File: src/rtl/controller_interface_pkg.sv
// Shared types and constants for the NES-style controller reader.
package controller_interface_pkg;

  // Read-sequence states: latch the controllers, then alternate sample/shift
  // eight times, then publish the captured bytes.
  typedef enum logic [2:0] {
    IDLE   = 3'd0,
    LATCH  = 3'd1,
    SAMPLE = 3'd2,
    SHIFT  = 3'd3,
    DONE   = 3'd4
  } state_e;

  localparam int BUTTONS_PER_CONTROLLER = 8;
  localparam int BIT_CNT_W              = 3;

  // Bit position of each button in a captured byte (MSB arrives first).
  localparam int BTN_A      = 7;
  localparam int BTN_B      = 6;
  localparam int BTN_SELECT = 5;
  localparam int BTN_START  = 4;
  localparam int BTN_UP     = 3;
  localparam int BTN_DOWN   = 2;
  localparam int BTN_LEFT   = 1;
  localparam int BTN_RIGHT  = 0;

endpackage

File: src/rtl/controller_interface_shreg.sv
// Per-controller capture register: shifts one active-high button bit into the
// LSB on each enabled cycle, so after eight shifts the first bit sits in bit 7.
module controller_shreg
  import controller_interface_pkg::*;
(
  input  logic                              clk_1,
  input  logic                              rst,
  input  logic                              shift_en,
  input  logic                              data_bit,
  output logic [BUTTONS_PER_CONTROLLER-1:0] shreg_out
);

  logic [BUTTONS_PER_CONTROLLER-1:0] shreg_q;
  logic [BUTTONS_PER_CONTROLLER-1:0] shreg_d;

  // Next value: shift in the new bit when enabled, otherwise hold.
  always_comb begin
    shreg_d = shreg_q;
    if (shift_en) begin
      shreg_d = {shreg_q[BUTTONS_PER_CONTROLLER-2:0], data_bit};
    end
  end

  // Capture register with synchronous clear.
  always_ff @(posedge clk_1) begin
    if (rst) begin
      shreg_q <= '0;
    end else begin
      shreg_q <= shreg_d;
    end
  end

  assign shreg_out = shreg_q;

endmodule

File: src/rtl/controller_interface.sv
// Serial reader for NUM_CONTROLLERS NES-style pads sharing one latch and one
// shift clock. A shared FSM and bit counter drive all pads in parallel; each
// pad's bits land in its own controller_shreg, and the full result is copied
// to buttons_out in a single cycle so the CPU never sees a partial read.
module controller_interface
  import controller_interface_pkg::*;
#(
  parameter int NUM_CONTROLLERS = 2
) (
  input  logic                                              clk_1,
  input  logic                                              rst,
  input  logic                                              start,
  output logic                                              controller_clk,
  output logic                                              controller_latch,
  input  logic [NUM_CONTROLLERS-1:0]                        data_B,
  output logic [BUTTONS_PER_CONTROLLER*NUM_CONTROLLERS-1:0] buttons_out
);

  localparam int BUS_W = BUTTONS_PER_CONTROLLER * NUM_CONTROLLERS;

  state_e                 state_q, state_d;
  logic [BIT_CNT_W-1:0]   bit_q, bit_d;
  logic                   latch_q, latch_d;
  logic                   sclk_q, sclk_d;
  logic [BUS_W-1:0]       buttons_q, buttons_d;
  logic [BUS_W-1:0]       shreg_bus;
  logic                   shift_en;

  // Bits are sampled while the shift clock is low, just before it rises.
  assign shift_en = (state_q == SAMPLE);

  for (genvar gi = 0; gi < NUM_CONTROLLERS; gi++) begin : g_ctrl
    controller_shreg u_shreg (
      .clk_1     (clk_1),
      .rst       (rst),
      .shift_en  (shift_en),
      .data_bit  (~data_B[gi]),
      .shreg_out (shreg_bus[gi*BUTTONS_PER_CONTROLLER +: BUTTONS_PER_CONTROLLER])
    );
  end

  // Next-state, bit counter and output decode; outputs are registered from
  // the next state so the pad-side strobes are glitch-free.
  always_comb begin
    state_d   = state_q;
    bit_d     = bit_q;
    buttons_d = buttons_q;
    case (state_q)
      IDLE: begin
        if (start) begin
          state_d = LATCH;
        end
      end
      LATCH: begin
        bit_d   = BIT_CNT_W'(BUTTONS_PER_CONTROLLER - 1);
        state_d = SAMPLE;
      end
      SAMPLE: begin
        state_d = SHIFT;
      end
      SHIFT: begin
        if (bit_q == '0) begin
          state_d = DONE;
        end else begin
          bit_d   = bit_q - 1'b1;
          state_d = SAMPLE;
        end
      end
      DONE: begin
        buttons_d = shreg_bus;
        state_d   = IDLE;
      end
      default: begin
        state_d = IDLE;
      end
    endcase
    latch_d = (state_d == LATCH);
    sclk_d  = (state_d == SHIFT);
  end

  // State, counter and output registers with synchronous reset.
  always_ff @(posedge clk_1) begin
    if (rst) begin
      state_q   <= IDLE;
      bit_q     <= '0;
      latch_q   <= 1'b0;
      sclk_q    <= 1'b0;
      buttons_q <= '0;
    end else begin
      state_q   <= state_d;
      bit_q     <= bit_d;
      latch_q   <= latch_d;
      sclk_q    <= sclk_d;
      buttons_q <= buttons_d;
    end
  end

  assign controller_latch = latch_q;
  assign controller_clk   = sclk_q;
  assign buttons_out      = buttons_q;

endmodule

File: config.mk
export PLATFORM = sky130hd
export DESIGN_NAME = controller_interface
export DESIGN_NICKNAME = d
export VERILOG_FILES = /design/src/rtl/controller_interface_pkg.sv /design/src/rtl/controller_interface_shreg.sv /design/src/rtl/controller_interface.sv
export SDC_FILE = /design/constraint.sdc
export NUM_CORES = 1
export LEC_CHECK = 0
export ABC_AREA = 1
export BUFFER_PORTS_ARGS = -buffer_cell sky130_fd_sc_hd__buf_2
export CAP_MARGIN = 20
export CORE_UTILIZATION = 50
export CTS_BUF_LIST = sky130_fd_sc_hd__clkbuf_4 sky130_fd_sc_hd__clkbuf_8 sky130_fd_sc_hd__clkbuf_16
export CTS_CLUSTER_SIZE = 24
export DETAILED_ROUTE_END_ITERATION = 12
export PLACE_DENSITY = 0.75
export SETUP_SLACK_MARGIN = 0.3
export SYNTH_ARGS = -nofsm -noshare
export SYNTH_HDL_FRONTEND = slang
export SYNTH_SLANG_ARGS = --single-unit
File: constraint.sdc
create_clock -name clk_1 -period 2.05 [get_ports clk_1]
set_input_delay 0.615 -clock clk_1 [delete_from_list [all_inputs] [get_ports clk_1]]
set_output_delay 0.615 -clock clk_1 [all_outputs]
set_load 0.02 [all_outputs]
======== Yosys cells after proc, flatten, opt, wreduce, memory -nomap -nowiden ========
Index checks and enable logic that the tools add are counted.
storage, ports and cells
  bits in registers ....................... 40
  output and inout bits ................... 18
  word-level logic and storage cells ...... 26
cells by class
  add/subtract/negate cells ............... 1
  equality and inequality tests ........... 7
  multiplexer cells ....................... 5
  bitwise gates (word level) .............. 2
  reduce and logical (&&, ||, !) cells .... 4
operators with widths
  cell                 number
  $pmux 3 s4           1
  $eq 3x2->1 const B   3
  $mux 3               3
  $eq 3x1->1 const B   2
  $logic_not 3->1      2
  $pmux 3 s2           1
  $eq 3x3->1 const B   1
  $sub 3x1->3 const B  1
  $ne 2x2->1 const B   1
  $not 1->1            2
  $reduce_and 2->1     1
  $reduce_bool 2->1    1

======== Longest topological paths before layout ========
Gate-level depths: netlist of run 1.
  depth in word-level cells ............... 4
  mapped depth ............................ 7
  gate-level depth less buffers ........... 7

======== By module ========
Synthesis of run 1 repeated with hierarchy kept, for this count alone.
second synthesis, totals
  cells, all modules ...................... 220
  area, all modules ....................... 1600.3 um2
by module, submodules not included
  module                instances  cells an instance  area each (um2)
  controller_interface  1          118                917.1
  controller_shreg      2          51                 341.6

======== Least setup slack after synthesis of run 1 ========
OpenSTA, ideal clock, no wires.
  path type ............................... reg-to-reg
  start ................................... register state_q[1]
  end ..................................... register g_ctrl[0].u_shreg.shreg_q[1]
  setup time .............................. 0.116 ns
  data arrival time ....................... 1.068 ns
  required time ........................... 1.934 ns
  slack ................................... 0.866 ns
  cell stages (with the launch flop) ...... 7
  period minus slack after synthesis ...... 1.184 ns
  path through ............................ dfxtp_1 inv_2 nor3_4 inv_2 buf_6 nor2_1 nor2_1
on the way
  longest elaborated chain between the ends .. 1
ends and longest elaborated chain
  item                    line                              source
  start, declared         controller_interface.sv:21        state_e state_q, state_d;
  start signal, assigned  controller_interface.sv:90        state_q <= state_d;
  $eq 3x2->1              controller_interface.sv:30        assign shift_en = (state_q == SAMPLE);
  end signal, assigned    controller_interface_shreg.sv:29  shreg_q <= shreg_d;
  end, declared           controller_interface_shreg.sv:13  logic [BUTTONS_PER_CONTROLLER-1:0] shreg_q;
Every way passes these cells.
A chain may end at the register's enable or synchronous reset.

======== Worst setup path in the final report of run 1 ========
  start ................................... register buttons_q[11], in the netlist buttons_out[11]
  end ..................................... output buttons_out[11]
RTL lines
  item                    line                        source
  start, declared         controller_interface.sv:25  logic [BUS_W-1:0] buttons_q, buttons_d;
  start signal, assigned  controller_interface.sv:94  buttons_q <= buttons_d;
  end, declared           controller_interface.sv:16  output logic [BUTTONS_PER_CONTROLLER*NUM_CONTROLLERS-1:0] buttons_out
No word-level cell between the ends.

==> results.py, run 1 <==
metrics = {
    "power": {
        "vdd_drop_max_v": 0.000549,
        "power_frac_clock_pct": 29.3,
        "p_leak_nw": 0.859,
        "power_frac_comb_pct": 11.5,
        "p_sw_share_pct": 26.2,
        "p_per_area_mw_per_mm2": 889,
        "p_sw_w": 0.000385,
        "internal_power_w": 0.00109,
        "seqPwrFrac_pct": 59.3,
    },
    "yosys": {
        "yosys.area_share.xor_xnor_pct": 0,
        "synth_top_area_share_pct": 54.7,
        "yosys_warnings": 0,
        "synth_seq_cells": 40,
        "syn_area_sq_mm": 0.00147,
        "synth_top_cells_by_count": "nor2_1, dfxtp_1, o21ai_0",
        "syn_area_per_cell_sq_um": 7.88,
        "synth_area_leaders": "dfxtp_1, nor2_1, o21ai_0, nand2_1, nor3_4",
        "syn_nets": 193,
        "synth_top_family_by_area": "simple AND/OR/NAND/NOR gates",
        "ys_async_sr_fraction_pct": 0,
        "ys.flop_type": "dfxtp_1",
        "synthAdderAreaFrac_pct": 1.71,
        "yosys.area.top_type": "dfxtp_1",
        "synthCells": 186,
        "synth_simple_gate_area_share_pct": 26.0,
        "yosysSeqAreaShare_pct": 54.7,
        "synth_edf_count": 0,
        "synthMuxAreaShare_pct": 0,
        "synthDistinctLibCells": 17,
        "yosysMostFrequentCell": "nor2_1",
        "synth-compound-area-share_pct": 11.6,
    },
    "clock_network": {
        "path_clk_slew_ps": 110,
        "cts_setup_buffers": 0,
        "postCtsHoldBufs": 0,
        "h-tree-depth": 2,
        "clock_latency_ps": 350,
        "cts_resized": 0,
        "clock_path_buffers": 2,
        "cts_buffers": 5,
        "clock-sinks": 40,
        "cts_tree": "yes",
        "cts_root_buf": "clkbuf_4",
    },
    "setup_path": {
        "timing.rr.end": "g_ctrl[1].u_shreg.shreg_out[2]",
        "worstSetupStartpointType": "register",
        "ff2ff_setup_slack_ps": 620,
        "critPathKind": "register to output port",
        "crit_family": "flip-flops",
        "slowest_delay_ps": 350,
        "critPathMaxFanout": 2,
        "worst_ep_required_time_ps": 1430,
        "crit_arrival_ps": 860,
        "cp-end-kind": "output port",
        "worst-r2r-cell-count": 5,
        "critical_path_buf_inv_count": 1,
        "crit_path_cell_trace": "buf_2",
        "slowest_stage": "dfxtp_1",
        "r2r_start": "state_q[1]",
    },
    "timing": {
        "period_needed_ps": 1480,
        "clock_skew_ps": 11.0,
        "tightestPinTransition_ps": 445,
        "max_clock_freq_mhz": 676,
        "setup_viol": 0,
        "hold_viol": 0,
        "tns_ps": 0,
        "slew-limit-headroom_pct": 70.3,
        "rsz0062_at_grt": "false",
        "slew_viol_final": 0,
        "period_share_pct": 72.1,
    },
    "die": {
        "die_w_microns": 56.1,
        "core.rowCount": 19,
        "io_pins": 23,
        "dieArea_sq_mm": 0.00315,
        "fp.dieH_microns": 56.1,
        "core-area_sq_mm": 0.00276,
        "initial_core_util_pct": 53.1,
    },
    "place": {
        "port_buffers": 22,
        "place_inst": 235,
        "gp_congestion": 0.770,
        "place_area_sq_mm": 0.00159,
        "dp_hpwl_microns": 1900,
    },
    "run_status": {
        "status": "finished, final reports clean",
    },
    "cells_and_area": {
        "drive_above_1_share_pct": 18.4,
        "fillers": 262,
        "antennaDiodeCount": 0,
        "finalInstanceArea_sq_mm": 0.00166,
        "area_growth_pct": 13.0,
        "fin_nets": 218,
        "layout.cells.non_filler": 243,
    },
    "route": {
        "routed_wl_microns": 2810,
        "drtIter0Drc": 43,
        "dr.pass1.iters": 4,
        "ant_nets": 0,
        "via_per_inst": 5.01,
        "drcViolationCount": 0,
        "vias": 1218,
        "wire_per_inst_microns": 11.6,
    },
    "global_route": {
        "grt_use_total_pct": 20.8,
        "antenna_found_initial": 0,
        "grt_pass1_wl_microns": 4970,
        "grt_max_degree": 35,
        "grt_pass1_vias": 1133,
        "gr-total-overflow": 0,
    },
    "worst_hold_path": {
        "hp-start": "bit_q[2]",
        "holdPathStages": 2,
        "min_path_type": "register to register",
        "hold_end": "bit_q[2]",
    },
    "flow_run": {
        "drv_cap": 0,
    },
}
worst max-delay path by stage:
stage	start	end	slack [ps]	cells after the start
2_1_floorplan	state_q[1]	g_ctrl[0].u_shreg.shreg_out[1]	870	6
3_3_place_gp	rst	g_ctrl[0].u_shreg.shreg_out[1]	660	5
3_5_place_dp	rst	buttons_out[9]	620	5
4_1_cts	buttons_out[11]	buttons_out[11]	560	1
5_1_grt	state_q[1]	g_ctrl[0].u_shreg.shreg_out[6]	430	5
6_report	buttons_out[11]	buttons_out[11]	570	1
power groups by stage:
stage | sequential (W) | combinational, W | clock [W]
final | 0.000872 | 0.000169 | 0.000431
after global routing | 0.000881 | 0.000194 | 0.000486
after CTS | 0.000872 | 0.000171 | 0.000446
after detailed placement | 0.000889 | 0.000169 | 0
after global placement | 0.000887 | 0.000159 | 0
after floorplan | 0.000890 | 0.000122 | 0
sequential cells by signal, summed over array words and instances, names as in the netlist:
signal                    flops
g_ctrl.u_shreg.shreg_out     16
state_q                       3
controller_clk                1
controller_latch              1
buttons_out                  16
bit_q                         3
cells in the final DEF, fill, tap and decap left out:
cell type / instances
buf_4: 3
nor4_1: 1
nand4_1: 1
inv_2: 4
dfxtp_1: 40
clkbuf_4: 7
ha_1: 2
nor2_1: 70
inv_1: 7
clkbuf_8: 1
o21ai_0: 30
buf_2: 22
and2_1: 1
nand3_1: 2
nand2_1: 15
nor3_4: 2
a21oi_1: 4
metrics by stage:
step           total power (W)  utilization, %  hold WS (ps)  worst slack (ps)
6_report               0.00147            60.0           497               571
5_1_grt                0.00156            60.0           489               433
4_1_cts                0.00149            60.0           484               558
3_5_place_dp           0.00106            57.6           472               621
3_3_place_gp           0.00105            57.6           471               659
2_1_floorplan          0.00101               -           449               866
worst min-delay path, stage by stage, from the launching register on:
cell     delay, ps
dfxtp_1        340
nand2_1         70
a21oi_1         60
kinds of logic (layout without fill, tap and decap cells):
kind of cell,count (synthesis),in the layout
flip-flops,40,40
adder cells (fa/ha/maj),2,2
AND/OR/NAND/NOR,92,92
buffers and inverters,18,44
AO/OA/AOI/OAI,34,34
cell type report:
class                      instances  area (sq um)  area share (%)
inverter                          11          41.3            2.49
sequential                        40           801            48.4
tap                               31          38.8            2.34
multi-input combinational        128           576            34.8
timing repair buffer              25           133            8.01
clock buffer                       8          66.3            4.01
metal layers:
metal / global-route usage (%) / vias up / part of all wire, %
met5: 0 / - / 0
met4: 9.06 / 0 / 1.6
met3: 7.67 / 5 / 4.1
met2: 33.5 / 24 / 48
met1: 24.8 / 550 / 47
li1: - / 639 / -
Power figures use the tool's default switching activity.
==> run 2, diff against run 1 <==
==> constraint.sdc (replaced) <==
create_clock -name clk_1 -period 1.4 [get_ports clk_1]
set_input_delay 0.42 -clock clk_1 [delete_from_list [all_inputs] [get_ports clk_1]]
set_output_delay 0.42 -clock clk_1 [all_outputs]
set_load 0.02 [all_outputs]
==> run 2 against run 1 <==
Compared with the run above: register-to-register slack worse by 480 ps; global-route usage barely moved; non-clock buffer count increased by 12; routed wire length up 35%; clock skew decreased by 8.5 ps; sequential share of layout area down 10 points; combinational power rose to 2.5 times the previous value; clock power increased by 67%; sequential power is 49% higher; sequential cell count stayed put; setup slack got worse by 440 ps; critical path type unchanged.
==> results.py, run 2 (synthesis gave the netlist of run 1 again) <==
metrics = {
    "timing": {
        "slew-limit-headroom_pct": 86.0,
        "slew_viol_final": 0,
        "whs_ps": 297,
        "clock_skew_ps": 2.54,
        "hold_viol": 0,
        "tightestPinTransition_ps": 208,
        "setup_viol": 0,
        "period_needed_ps": 1270,
        "period_share_pct": 90.8,
        "tns_ps": 0,
        "rsz0062_at_grt": "true",
        "max_clock_freq_mhz": 786,
    },
    "clock_network": {
        "path_clk_slew_ps": 120,
        "cts_buffers": 5,
        "h-tree-depth": 2,
        "postCtsHoldBufs": 0,
        "clock-sinks": 40,
        "cts_root_buf": "clkbuf_4",
        "clock_path_buffers": 2,
        "cts_tree": "yes",
        "clock_latency_ps": 360,
    },
    "setup_path": {
        "critPathKind": "register to output port",
        "crit_arrival_ps": 850,
        "critical_path_buf_inv_count": 1,
        "worst_ep_required_time_ps": 980,
        "cp-end-kind": "output port",
        "worstSetupStartpointType": "register",
        "slowest_delay_ps": 370,
        "crit_path_cell_trace": "buf_6",
        "critPathMaxFanout": 2,
        "slowest_stage": "dfxtp_2",
        "crit_family": "flip-flops",
    },
    "power": {
        "vdd_drop_max_v": 0.000998,
        "p_leak_nw": 0.956,
        "p_per_area_mw_per_mm2": 1120,
    },
    "die": {
        "die_w_microns": 56.1,
        "core.rowCount": 19,
        "fp.dieH_microns": 56.1,
        "io_pins": 23,
        "initial_core_util_pct": 53.1,
        "core-area_sq_mm": 0.00276,
        "dieArea_sq_mm": 0.00315,
    },
    "global_route": {
        "grt_max_degree": 35,
        "antenna_found_initial": 0,
        "grt_pass1_wl_microns": 5030,
        "gr-total-overflow": 0,
        "grt_use_total_pct": 20.8,
        "grt_pass1_vias": 1158,
    },
    "cells_and_area": {
        "multi_input_area_sq_um": 759,
        "drive_above_1_share_pct": 53.5,
        "area_growth_pct": 48.9,
        "mostFrequentLayoutCells": "nor2_1, buf_6, dfxtp_2",
        "antennaDiodeCount": 0,
        "final_common_cell": "nor2_1",
        "fillers": 182,
        "fin_nets": 232,
        "seqCellArea_sq_um": 833,
    },
    "route": {
        "vias": 1359,
        "dr.pass1.iters": 4,
        "ant_nets": 0,
        "via_per_inst": 5.29,
        "routed_wl_microns": 3810,
        "drtIter0Drc": 40,
        "wire_per_inst_microns": 14.8,
        "drcViolationCount": 0,
    },
    "flow_run": {
        "drv_cap": 0,
    },
    "place": {
        "port_buffers": 22,
        "gp_congestion": 0.771,
        "dp_hpwl_microns": 1730,
    },
    "run_status": {
        "status": "finished, final reports clean",
    },
    "worst_hold_path": {
        "min_path_type": "input pin to register",
    },
}
==> run 2: changes by cell type in the layout (fill, tap and decap cells not counted), sizes merged <==
| cell | previous run | this run |
|---|---|---|
| buf | 25 | 37 |
| clkbuf | 8 | 7 |
| clkinv | 0 | 1 |
| clkinvlp | 0 | 1 |
| inv | 11 | 12 |
==> run 2: area by class of cell <==
cell class | instances | share of cell area (%)
Clock inverter | 1 | 0.229
Timing Repair inverter | 2 | 0.631
Timing Repair Buffer | 37 | 18.3
Tap cell | 31 | 1.78
Clock buffer | 7 | 3.21
Inverter | 11 | 2.81
Multi-Input combinational cell | 128 | 34.8
Sequential cell | 40 | 38.2
==> run 2: what timing repair did <==
item,in CTS,in global routing
pin swaps,2,30
setup endpoints to repair,34,56
gates cloned,4,1
resized for setup,71,84
buffers inserted,3,6
==> run 2: metrics by stage <==
| stage | std cells | instance area [sq um] | utilization (%) | total power, W | worst slack (ps) |
|---|---|---|---|---|---|
| finish | 257 | 2180 | 79.1 | 0.00245 | 128 |
| global route | 257 | 2180 | 79.1 | 0.00254 | 71.3 |
| CTS | 250 | 1910 | 69.2 | 0.00229 | 155 |
| detailed placement | 235 | 1610 | 58.4 | 0.00155 | 270 |
| global placement | 235 | 1610 | 58.4 | 0.00154 | 315 |
| floorplan | 186 | 1480 | - | 0.00148 | 240 |
==> run 2: worst paths after layout <==
path | start | to | slack (ps) | cells past startpoint
min | data_B[0] | g_ctrl[0].u_shreg.shreg_out[0] | 300 | 4
max | buttons_out[12] | buttons_out[12] | 130 | 1
max reg2reg | state_q[1] | g_ctrl[0].u_shreg.shreg_out[3] | 140 | 6
min reg2reg | g_ctrl[0].u_shreg.shreg_out[4] | g_ctrl[0].u_shreg.shreg_out[5] | 500 | 2
==> run 2: power breakdown <==
group / total [W] / internal, W / switching [W]
Sequential: 0.00130 / 0.00122 / 0.0000817
Combinational: 0.000427 / 0.000188 / 0.000239
Clock: 0.000720 / 0.000322 / 0.000398
==> run 2: worst min-delay path, stage by stage <==
cell and delay [ps]:
buf_2 80, nand2_2 40, nand2_1 40, nor2_1 40
==> run 2: metal layers <==
metal	part of all wire, %	routed length [microns]	track usage, %
met5	0	0	0
met3	4.5	170	8.60
met1	41	1560	25.2
met2	52	1970	32.0
met4	2.8	108	9.76
==> run 3, diff against run 2 <==
--- a/config.mk
+++ b/config.mk
@@ -8,11 +8,11 @@
 export ABC_AREA = 1
 export BUFFER_PORTS_ARGS = -buffer_cell sky130_fd_sc_hd__buf_2
 export CAP_MARGIN = 20
-export CORE_UTILIZATION = 50
+export CORE_UTILIZATION = 54
 export CTS_BUF_LIST = sky130_fd_sc_hd__clkbuf_4 sky130_fd_sc_hd__clkbuf_8 sky130_fd_sc_hd__clkbuf_16
 export CTS_CLUSTER_SIZE = 24
 export DETAILED_ROUTE_END_ITERATION = 12
-export PLACE_DENSITY = 0.75
+export PLACE_DENSITY = 0.8
 export SETUP_SLACK_MARGIN = 0.3
 export SYNTH_ARGS = -nofsm -noshare
 export SYNTH_HDL_FRONTEND = slang
==> run 3 against run 2 <==
Compared with the run above: cell area is 5.3% lower; final cell count is 0.78% lower; sequential power hardly changed; die area is 7.1% lower; global-route usage is 6.4 points higher; fmax is 0.27% higher; combinational power is 11% lower; clock-buffer cell count is 2 lower; via count is 0.37% lower; first-iteration DRC count is 15% lower; core utilization is 2.8 points higher; register-to-register slack hardly changed.
==> results.py, run 3 (synthesis gave the netlist of run 1 again) <==
metrics = {
    "run_status": {
        "status": "finished, final reports clean",
    },
    "global_route": {
        "gr-total-overflow": 0,
        "antenna_found_initial": 0,
        "grt_use_total_pct": 27.2,
        "grt_pass1_vias": 1185,
        "grt_pass1_wl_microns": 5290,
        "grt_max_degree": 35,
    },
    "cells_and_area": {
        "postLayoutCoreUtil_pct": 81.9,
        "final_common_cell": "nor2_1",
        "mostFrequentLayoutCells": "nor2_1, o21ai_0, buf_6",
        "fin_nets": 231,
        "drive_above_1_share_pct": 43.6,
        "area_growth_pct": 41.1,
        "antennaDiodeCount": 0,
    },
    "route": {
        "via_per_inst": 5.31,
        "drtIter0Drc": 34,
        "routed_wl_microns": 3860,
        "ant_nets": 0,
        "drcViolationCount": 0,
        "dr.pass1.iters": 4,
        "vias": 1354,
        "wire_per_inst_microns": 15.1,
    },
    "timing": {
        "period_needed_ps": 1270,
        "period_share_pct": 90.6,
        "setup_viol": 0,
        "slew_viol_final": 0,
        "tightestPinTransition_ps": 235,
        "slew-limit-headroom_pct": 84.2,
        "clock_skew_ps": 10.4,
        "tns_ps": 0,
        "whs_ps": 291,
        "rsz0062_at_grt": "true",
        "max_clock_freq_mhz": 788,
        "hold_viol": 0,
    },
    "setup_path": {
        "crit_top_cell": "buf_6",
        "crit_arrival_ps": 1560,
        "slowest_delay_ps": 370,
        "critPathMaxFanout": 9,
        "r2r_start": "state_q[2]",
        "cp-end-kind": "register",
        "ff2ff_setup_slack_ps": 130,
        "critPathKind": "register to register",
        "slowest_stage": "dfxtp_4",
        "timing.rr.end": "g_ctrl[0].u_shreg.shreg_out[7]",
        "worstSetupStartpointType": "register",
        "crit_path_cell_trace": "buf_4, nor3_4, buf_6, buf_6, o21ai_0, nor2_1",
        "worst-r2r-cell-count": 6,
        "worst_ep_required_time_ps": 1690,
    },
    "place": {
        "dp_hpwl_microns": 1820,
        "port_buffers": 22,
        "gp_congestion": 0.741,
    },
    "die": {
        "dieArea_sq_mm": 0.00293,
        "core.rowCount": 18,
        "core-area_sq_mm": 0.00252,
        "io_pins": 23,
        "initial_core_util_pct": 58.1,
        "fp.dieH_microns": 54.1,
        "die_w_microns": 54.1,
    },
    "clock_network": {
        "clock-sinks": 40,
        "cts_buffers": 5,
        "cts_tree": "yes",
        "clock_latency_ps": 360,
        "cts_root_buf": "clkbuf_4",
        "clock_path_buffers": 2,
        "postCtsHoldBufs": 0,
        "path_clk_slew_ps": 120,
        "h-tree-depth": 2,
    },
    "power": {
        "vdd_drop_max_v": 0.00106,
        "p_leak_nw": 0.957,
        "p_per_area_mw_per_mm2": 1170,
    },
    "worst_hold_path": {
        "holdPathStages": 4,
        "min_path_type": "input pin to register",
        "hp-start": "data_B[1]",
        "hold_end": "g_ctrl[1].u_shreg.shreg_out[0]",
    },
    "flow_run": {
        "drv_cap": 0,
    },
}
run 3: changes by cell type in the layout (fill, tap and decap cells not counted), sizes merged:
cell	delta
clkbuf	-2
bufinv	+1
clkinv	+1
inv	-1
run 3: final cells by class:
class | instances | area (sq um)
Multi-Input combinational cell | 128 | 672
Clock buffer | 5 | 37.5
Fill cell | 155 | 455
Tap cell | 30 | 37.5
Timing Repair Buffer | 37 | 382
Sequential cell | 40 | 837
Inverter | 11 | 56.3
Timing Repair inverter | 1 | 7.51
Clock inverter | 3 | 37.5
run 3: through the flow:
| stage | std cells | area (sq um) | power (W) | setup slack (ps) |
|---|---|---|---|---|
| after floorplan | 186 | 1480 | 0.00148 | 240 |
| after global placement | 234 | 1610 | 0.00153 | 314 |
| after detailed placement | 234 | 1610 | 0.00155 | 266 |
| after CTS | 249 | 1910 | 0.00232 | 152 |
| after global routing | 255 | 2070 | 0.00252 | 67.6 |
| final | 255 | 2070 | 0.00241 | 132 |
run 3: report_power, final:
group	switching [W]	total, W	leakage (nW)	internal (W)
registers	0.0000749	0.00130	0.337	0.00122
clock network	0.000373	0.000738	0.0403	0.000365
logic	0.000214	0.000379	0.580	0.000165
run 3: how the worst max path moves through the flow:
stage / slack, ps / start / to / cells after the start
2_1_floorplan: 240 / state_q[1] / g_ctrl[0].u_shreg.shreg_out[1] / 6
3_3_place_gp: 310 / rst / buttons_out[0] / 5
3_5_place_dp: 270 / rst / g_ctrl[0].u_shreg.shreg_out[3] / 5
4_1_cts: 150 / buttons_out[8] / buttons_out[8] / 1
5_1_grt: 70 / state_q[2] / g_ctrl[1].u_shreg.shreg_out[2] / 6
6_report: 130 / state_q[2] / g_ctrl[0].u_shreg.shreg_out[7] / 6
run 3: timing repair:
item,CTS,global route
setup endpoints to repair,48,56
cloned,3,1
pin swaps,3,7
resized for setup,71,37
setup buffers,4,5
run 3: critical path, delay by kind of cell, from the launching register on:
| kind | cells | cell delay (ps) |
|---|---|---|
| simple gates | 2 | 290 |
| compound gates | 1 | 100 |
| flops | 1 | 370 |
| buf+inv | 3 | 420 |
run 3: metal layers:
metal,wire (microns),vias up,global-route usage (%)
li1,-,665,-
met1,1550,616,28.3
met2,1960,63,46.5
met3,235,10,9.32
met4,114,0,17.1
met5,0,-,0
